### config.mk
export PLATFORM = sky130hd
export DESIGN_NAME = multicycle_control_unit
export DESIGN_NICKNAME = d
export VERILOG_FILES = /design/src/rtl/ctrl_pkg.sv /design/src/rtl/mem_wait_timer.sv /design/src/rtl/multicycle_control_unit.sv
export SDC_FILE = /design/constraint.sdc
export NUM_CORES = 1
export LEC_CHECK = 0
export ABC_AREA = 1
export CAP_MARGIN = 20
export CORE_AREA = 2 2 39 41
export DETAILED_ROUTE_END_ITERATION = 6
export DIE_AREA = 0 0 41 43
export DONT_BUFFER_PORTS = 1
export SLEW_MARGIN = 20
export SYNTH_ARGS = -nofsm -noshare
export SYNTH_HDL_FRONTEND = slang
export SYNTH_HIERARCHICAL = 1
export SYNTH_SLANG_ARGS = --single-unit
### constraint.sdc
create_clock -name clk -period 1 [get_ports clk]
set_input_delay 0.1 -clock clk [delete_from_list [all_inputs] [get_ports clk]]
set_output_delay 0.1 -clock clk [all_outputs]
set_load 0.02 [all_outputs]
### src/rtl/ctrl_pkg.sv
// Shared definitions for the multi-cycle control unit: state encoding,
// datapath mux selects, ALU operation classes and RV32I opcode values.
package ctrl_pkg;

  typedef enum logic [2:0] {
    S_IF   = 3'd0,
    S_ID   = 3'd1,
    S_EX   = 3'd2,
    S_MEM  = 3'd3,
    S_WB   = 3'd4,
    S_HALT = 3'd5,
    S_ERR  = 3'd6
  } state_t;

  localparam logic [1:0] ALU_SRC_A_PC     = 2'd0;
  localparam logic [1:0] ALU_SRC_A_REG    = 2'd1;
  localparam logic [1:0] ALU_SRC_A_OLD_PC = 2'd2;

  localparam logic [1:0] ALU_SRC_B_REG  = 2'd0;
  localparam logic [1:0] ALU_SRC_B_FOUR = 2'd1;
  localparam logic [1:0] ALU_SRC_B_IMM  = 2'd2;

  localparam logic PC_SOURCE_ALU     = 1'b0;
  localparam logic PC_SOURCE_ALU_OUT = 1'b1;

  localparam logic [1:0] ALU_OP_ADD    = 2'b00;
  localparam logic [1:0] ALU_OP_ITYPE  = 2'b01;
  localparam logic [1:0] ALU_OP_RTYPE  = 2'b10;
  localparam logic [1:0] ALU_OP_BRANCH = 2'b11;

  localparam logic [6:0] OP_ARITHMETIC     = 7'b0110011;
  localparam logic [6:0] OP_ARITHMETIC_IMM = 7'b0010011;
  localparam logic [6:0] OP_LOAD           = 7'b0000011;
  localparam logic [6:0] OP_STORE          = 7'b0100011;
  localparam logic [6:0] OP_BRANCH         = 7'b1100011;
  localparam logic [6:0] OP_JAL            = 7'b1101111;
  localparam logic [6:0] OP_JALR           = 7'b1100111;
  localparam logic [6:0] OP_ECALL          = 7'b1110011;

endpackage

### src/rtl/mem_wait_timer.sv
// Counts consecutive unanswered memory request cycles and flags a timeout
// in the cycle that reaches MAX_MEM_WAIT (0 disables the timeout).
module mem_wait_timer #(
  parameter int unsigned MAX_MEM_WAIT = 0
) (
  input  logic clk,
  input  logic reset,
  input  logic waiting,
  output logic timeout
);

  localparam int unsigned W = $clog2(MAX_MEM_WAIT + 2);

  logic [W-1:0] count;

  // A waiting cycle always holds the FSM in place, so clearing on any
  // non-waiting cycle also covers every state change.
  always_ff @(posedge clk) begin
    if (reset || !waiting || MAX_MEM_WAIT == 0)
      count <= '0;
    else
      count <= count + 1'b1;
  end

  assign timeout = (MAX_MEM_WAIT != 0) && waiting &&
                   (32'(count) + 32'd1 >= MAX_MEM_WAIT);

endmodule

### src/rtl/multicycle_control_unit.sv
// Multi-cycle RV32I control FSM (IF/ID/EX/MEM/WB) with Mealy datapath enables.
// Optional performance counters are enabled by defining CTRL_PERF_COUNTERS_EN.
module multicycle_control_unit
  import ctrl_pkg::*;
#(
  parameter int unsigned ALU_OP_W     = 2,
  parameter int unsigned MAX_MEM_WAIT = 0
`ifdef CTRL_PERF_COUNTERS_EN
  , parameter int unsigned CNT_W      = 32
`endif
) (
  input  logic                clk,
  input  logic                reset,
  input  logic [6:0]          opcode,
  input  logic                mem_ready,
  input  logic                alu_bcond,
  input  logic                halt_req,
  output logic                mem_req,
  output logic                mem_write,
  output logic                i_or_d,
  output logic                ir_write,
  output logic                pc_write,
  output logic                pc_source,
  output logic [1:0]          alu_src_a,
  output logic [1:0]          alu_src_b,
  output logic [ALU_OP_W-1:0] alu_op,
  output logic                reg_write,
  output logic                mem_to_reg,
  output logic                pc_to_reg,
  output logic                halted,
  output logic                mem_error,
  output logic [2:0]          state
`ifdef CTRL_PERF_COUNTERS_EN
  , output logic [CNT_W-1:0]  cycle_count
  , output logic [CNT_W-1:0]  instret_count
`endif
);

  state_t     cur_state, next_state;
  logic [1:0] alu_class;
  logic       timeout;

  mem_wait_timer #(.MAX_MEM_WAIT(MAX_MEM_WAIT)) u_wait_timer (
    .clk     (clk),
    .reset   (reset),
    .waiting (mem_req && !mem_ready),
    .timeout (timeout)
  );

  always_ff @(posedge clk) begin
    if (reset) cur_state <= S_IF;
    else       cur_state <= next_state;
  end

  always_comb begin
    next_state = cur_state;
    case (cur_state)
      S_IF:  if (mem_ready) next_state = S_ID;
             else if (timeout) next_state = S_ERR;
      S_ID:  if (opcode == OP_ECALL) next_state = halt_req ? S_HALT : S_IF;
             else next_state = S_EX;
      S_EX:  case (opcode)
               OP_ARITHMETIC, OP_ARITHMETIC_IMM: next_state = S_WB;
               OP_LOAD, OP_STORE:                next_state = S_MEM;
               default:                          next_state = S_IF;
             endcase
      S_MEM: if (mem_ready) next_state = (opcode == OP_LOAD) ? S_WB : S_IF;
             else if (timeout) next_state = S_ERR;
      S_WB:  next_state = S_IF;
      S_HALT, S_ERR: next_state = cur_state;
      default: next_state = S_IF;
    endcase
  end

  always_comb begin
    mem_req    = 1'b0;
    mem_write  = 1'b0;
    i_or_d     = 1'b0;
    ir_write   = 1'b0;
    pc_write   = 1'b0;
    pc_source  = PC_SOURCE_ALU;
    alu_src_a  = ALU_SRC_A_PC;
    alu_src_b  = ALU_SRC_B_REG;
    alu_class  = ALU_OP_ADD;
    reg_write  = 1'b0;
    mem_to_reg = 1'b0;
    pc_to_reg  = 1'b0;
    halted     = 1'b0;
    mem_error  = 1'b0;
    case (cur_state)
      S_IF: begin
        mem_req   = 1'b1;
        alu_src_b = ALU_SRC_B_FOUR;
        if (mem_ready) begin
          ir_write = 1'b1;
          pc_write = 1'b1;
        end
      end
      S_ID: begin
        alu_src_a = ALU_SRC_A_OLD_PC;
        alu_src_b = ALU_SRC_B_IMM;
      end
      S_EX: case (opcode)
        OP_ARITHMETIC: begin
          alu_src_a = ALU_SRC_A_REG;
          alu_class = ALU_OP_RTYPE;
        end
        OP_ARITHMETIC_IMM: begin
          alu_src_a = ALU_SRC_A_REG;
          alu_src_b = ALU_SRC_B_IMM;
          alu_class = ALU_OP_ITYPE;
        end
        OP_LOAD, OP_STORE: begin
          alu_src_a = ALU_SRC_A_REG;
          alu_src_b = ALU_SRC_B_IMM;
        end
        OP_BRANCH: begin
          alu_src_a = ALU_SRC_A_REG;
          alu_class = ALU_OP_BRANCH;
          pc_source = PC_SOURCE_ALU_OUT;
          pc_write  = alu_bcond;
        end
        OP_JAL: begin
          reg_write = 1'b1;
          pc_to_reg = 1'b1;
          pc_write  = 1'b1;
          pc_source = PC_SOURCE_ALU_OUT;
        end
        OP_JALR: begin
          alu_src_a = ALU_SRC_A_REG;
          alu_src_b = ALU_SRC_B_IMM;
          reg_write = 1'b1;
          pc_to_reg = 1'b1;
          pc_write  = 1'b1;
        end
        default: ;
      endcase
      S_MEM: begin
        mem_req   = 1'b1;
        i_or_d    = 1'b1;
        mem_write = (opcode == OP_STORE);
      end
      S_WB: begin
        reg_write  = 1'b1;
        mem_to_reg = (opcode == OP_LOAD);
      end
      S_HALT:  halted    = 1'b1;
      S_ERR:   mem_error = 1'b1;
      default: ;
    endcase
  end

  assign alu_op = ALU_OP_W'(alu_class);
  assign state  = cur_state;

`ifdef CTRL_PERF_COUNTERS_EN
  always_ff @(posedge clk) begin
    if (reset) begin
      cycle_count   <= '0;
      instret_count <= '0;
    end else begin
      if (cur_state != S_HALT && cur_state != S_ERR)
        cycle_count <= cycle_count + 1'b1;
      if ((next_state == S_IF && cur_state != S_IF) ||
          (next_state == S_HALT && cur_state != S_HALT))
        instret_count <= instret_count + 1'b1;
    end
  end
`endif

endmodule

==> summary.md <==
| Metric | Value |
|---|---|
| Status | `finished, violations left` |
| Failing checks | `negative setup slack` |
| Mapped Nets | `99` |
| Reg2reg path depth | `8` |
| Fin. Hold Viols | `0` |
| Die W | `approximately 41 um` |
| Hold path depth | `2` |
| Final #Nets | `between 100 and 150` |
| Met2 wire length | `approximately 1.3 mm` |
| Root Buffer | `clkbuf_4` |
| Post-DRT Antenna Nets | `0` |
| Clock latency on the worst-skew pair | `between 0.2 and 0.25 ns` |
| Slowest stage delay, CP | `between 0.3 and 0.4 ns` |
| CTS tree | `yes` |
| Register area | `approximately 71 um2` |
| Synthesis Warnings | `6` |
| Max Cap Viol | `0` |
| Vias in the first global route | `approximately 670` |
| Pwr/cell area | `935 nW/um2` |
| Most frequent cells in the layout | `buf_4 (24), inv_1 (11), buf_6 (11)` |
| Antenna cells | `0` |
| Critical Path Source | `state[1]` |
| Layout Utilization | `slightly below 80%` |
| Max-slew violations | `0` |
| Final wirelength | `2.41 mm` |
| Clock skew | `approximately 0.0026 ns` |
| DRC Markers | `0` |
| Row Count | `14` |
| Pin count of the biggest net entering global routing | `7` |
| R2R setup slack | `-0.43 ns` |
| Number of I/O port buffers | `0` |
| Crit share post-route | `156%` |
| Worst vdd ir | `0.695 mV` |
| Vias | `between 700 and 800` |
| Max FO, Critical Path | `4` |
| Area Overhead vs Synth | `120%` |
| Post-Syn Area per Cell | `roughly 5.6 um2` |
| Worst path arrival time | `approximately 1.5 ns` |
| HP Class | `input pin to flip-flop` |
| CP max-delay cell | `dfxtp_4` |
| Clk buf depth | `2` |
| Met3 wire len | `around 230 um` |
| Total Routing Usage GR | `around a fifth` |
| Max layer used | `met4` |
| Worst path required time | `around 0.90 ns` |
| Routability cong. | `0.847` |
| Global-route wire length before repair | `approximately 2.6 mm` |
| Via-per-instance ratio | `approximately 5.5` |
| Min Clock Period, post-route | `approximately 1.6 ns` |
| RSZ-0062 raised after global routing | `yes` |
| Layout cells sized above 1 | `~63%` |
| Clock sinks | `3` |
| DP Wirelength | `~1.2 mm` |
| Initial antenna violation count | `0` |
| Fin Setup TNS | `-8.53 ns` |
| Initial Util | `35.2%` |
| Core ar. | `1380 um2` |
| Die height | `~43 um` |
| CTS clk-pin slew, worst paths | `0.04 ns` |
| DIE AREA | `between 1500 and 2000 um2` |
| Grt ovf | `0` |
| Cell chain of the critical path | `inv_4 -> nor3_4 -> inv_2 -> nor2_4 -> nand2_2 -> nand4_1` |
| Drt first pass iters | `5` |
| Critical path class | `flip-flop to primary output` |
| Area of the multi-input gates | `a little under 500 um2` |
| Final worst slack | `-0.560 ns` |
| Worst setup path endpoint | `alu_src_a[0]` |
| # IOs | `32` |
| Setup crit end kind | `primary output` |
| Setup-failing EPs final | `22` |
| DP Area | `roughly 760 um2` |
| F_max | `around 640 MHz` |
| Starting DRT DRC Count | `26` |
| Final instance area | `1070 um2` |
| Worst reg2reg path startpoint | `state[1]` |
| Drt wl/cell | `around 17 um` |
| Syn Inst Count | `87` |
| Startpoint types | `flip-flop` |
| Max reg flops | `3` |
| Most common cell after layout, fill and taps aside | `buf_4` |
| Reg-to-reg critical path endpoint | `state[0]` |
| Leakage power | `around 0.55 nW` |
| Cts bufs inserted | `3` |
| Fillcell total | `a little over 90` |
| Mapped Area | `a little under 500 um2` |
| H-tree lvl count | `1` |
| Metal-1 WL | `slightly below 800 um` |
[worst min path at each step]
stage,start,end,slack [ns]
after floorplan,reset,state[2],0.16
after global placement,reset,state[2],0.17
after detailed placement,reset,state[2],0.16
after CTS,reset,state[1],0.03
after global routing,reset,state[1],0.03
final,reset,state[1],0.02
[cell type report]
class / instances / share of cell area [%]
multi-input cells: 60 / 46.1
repair buffers: 38 / 32.7
inverters: 23 / 10.2
flip-flops and latches: 3 / 6.67
clock buffers: 4 / 2.46
well taps: 16 / 1.87
[what timing repair did]
action                     4_1_cts  5_1_grt
resized for setup               22       22
buffers inserted                 4        9
hold endpoints to repair         2        0
setup endpoints to repair       20       21
hold buffers                     1        0
pin swaps                        5       12
[through the flow]
| step | power [W] | setup slack (ns) | hold WS, ns | cells |
|---|---|---|---|---|
| after CTS | 0.000832 | -0.454 | 0.0296 | 135 |
| after global placement | 0.000538 | -0.213 | 0.165 | 126 |
| after detailed placement | 0.000542 | -0.253 | 0.163 | 126 |
| after floorplan | 0.000386 | -0.360 | 0.159 | 87 |
| after global routing | 0.00103 | -0.616 | 0.0281 | 144 |
| final | 0.000999 | -0.560 | 0.0193 | 144 |
[layer usage]
layer	vias up	track usage (%)
met4	0	6.67
met5	-	0
met3	17	1.05
met1	350	25.4
met2	66	37.8
li1	363	-
[where the power goes]
part	internal, W	switching (W)
Combinational	0.000286	0.000328
Clock	0.000151	0.0000795
Sequential	0.000132	0.0000231
Total	0.000568	0.000431
[critical path, delay by kind of cell, from the launching register on]
kind	cells	cell delay (ns)
buffers and inverters	2	0.15
DFF	1	0.36
and+or+nand+nor	4	0.71
(Power assumes the default switching activity.)
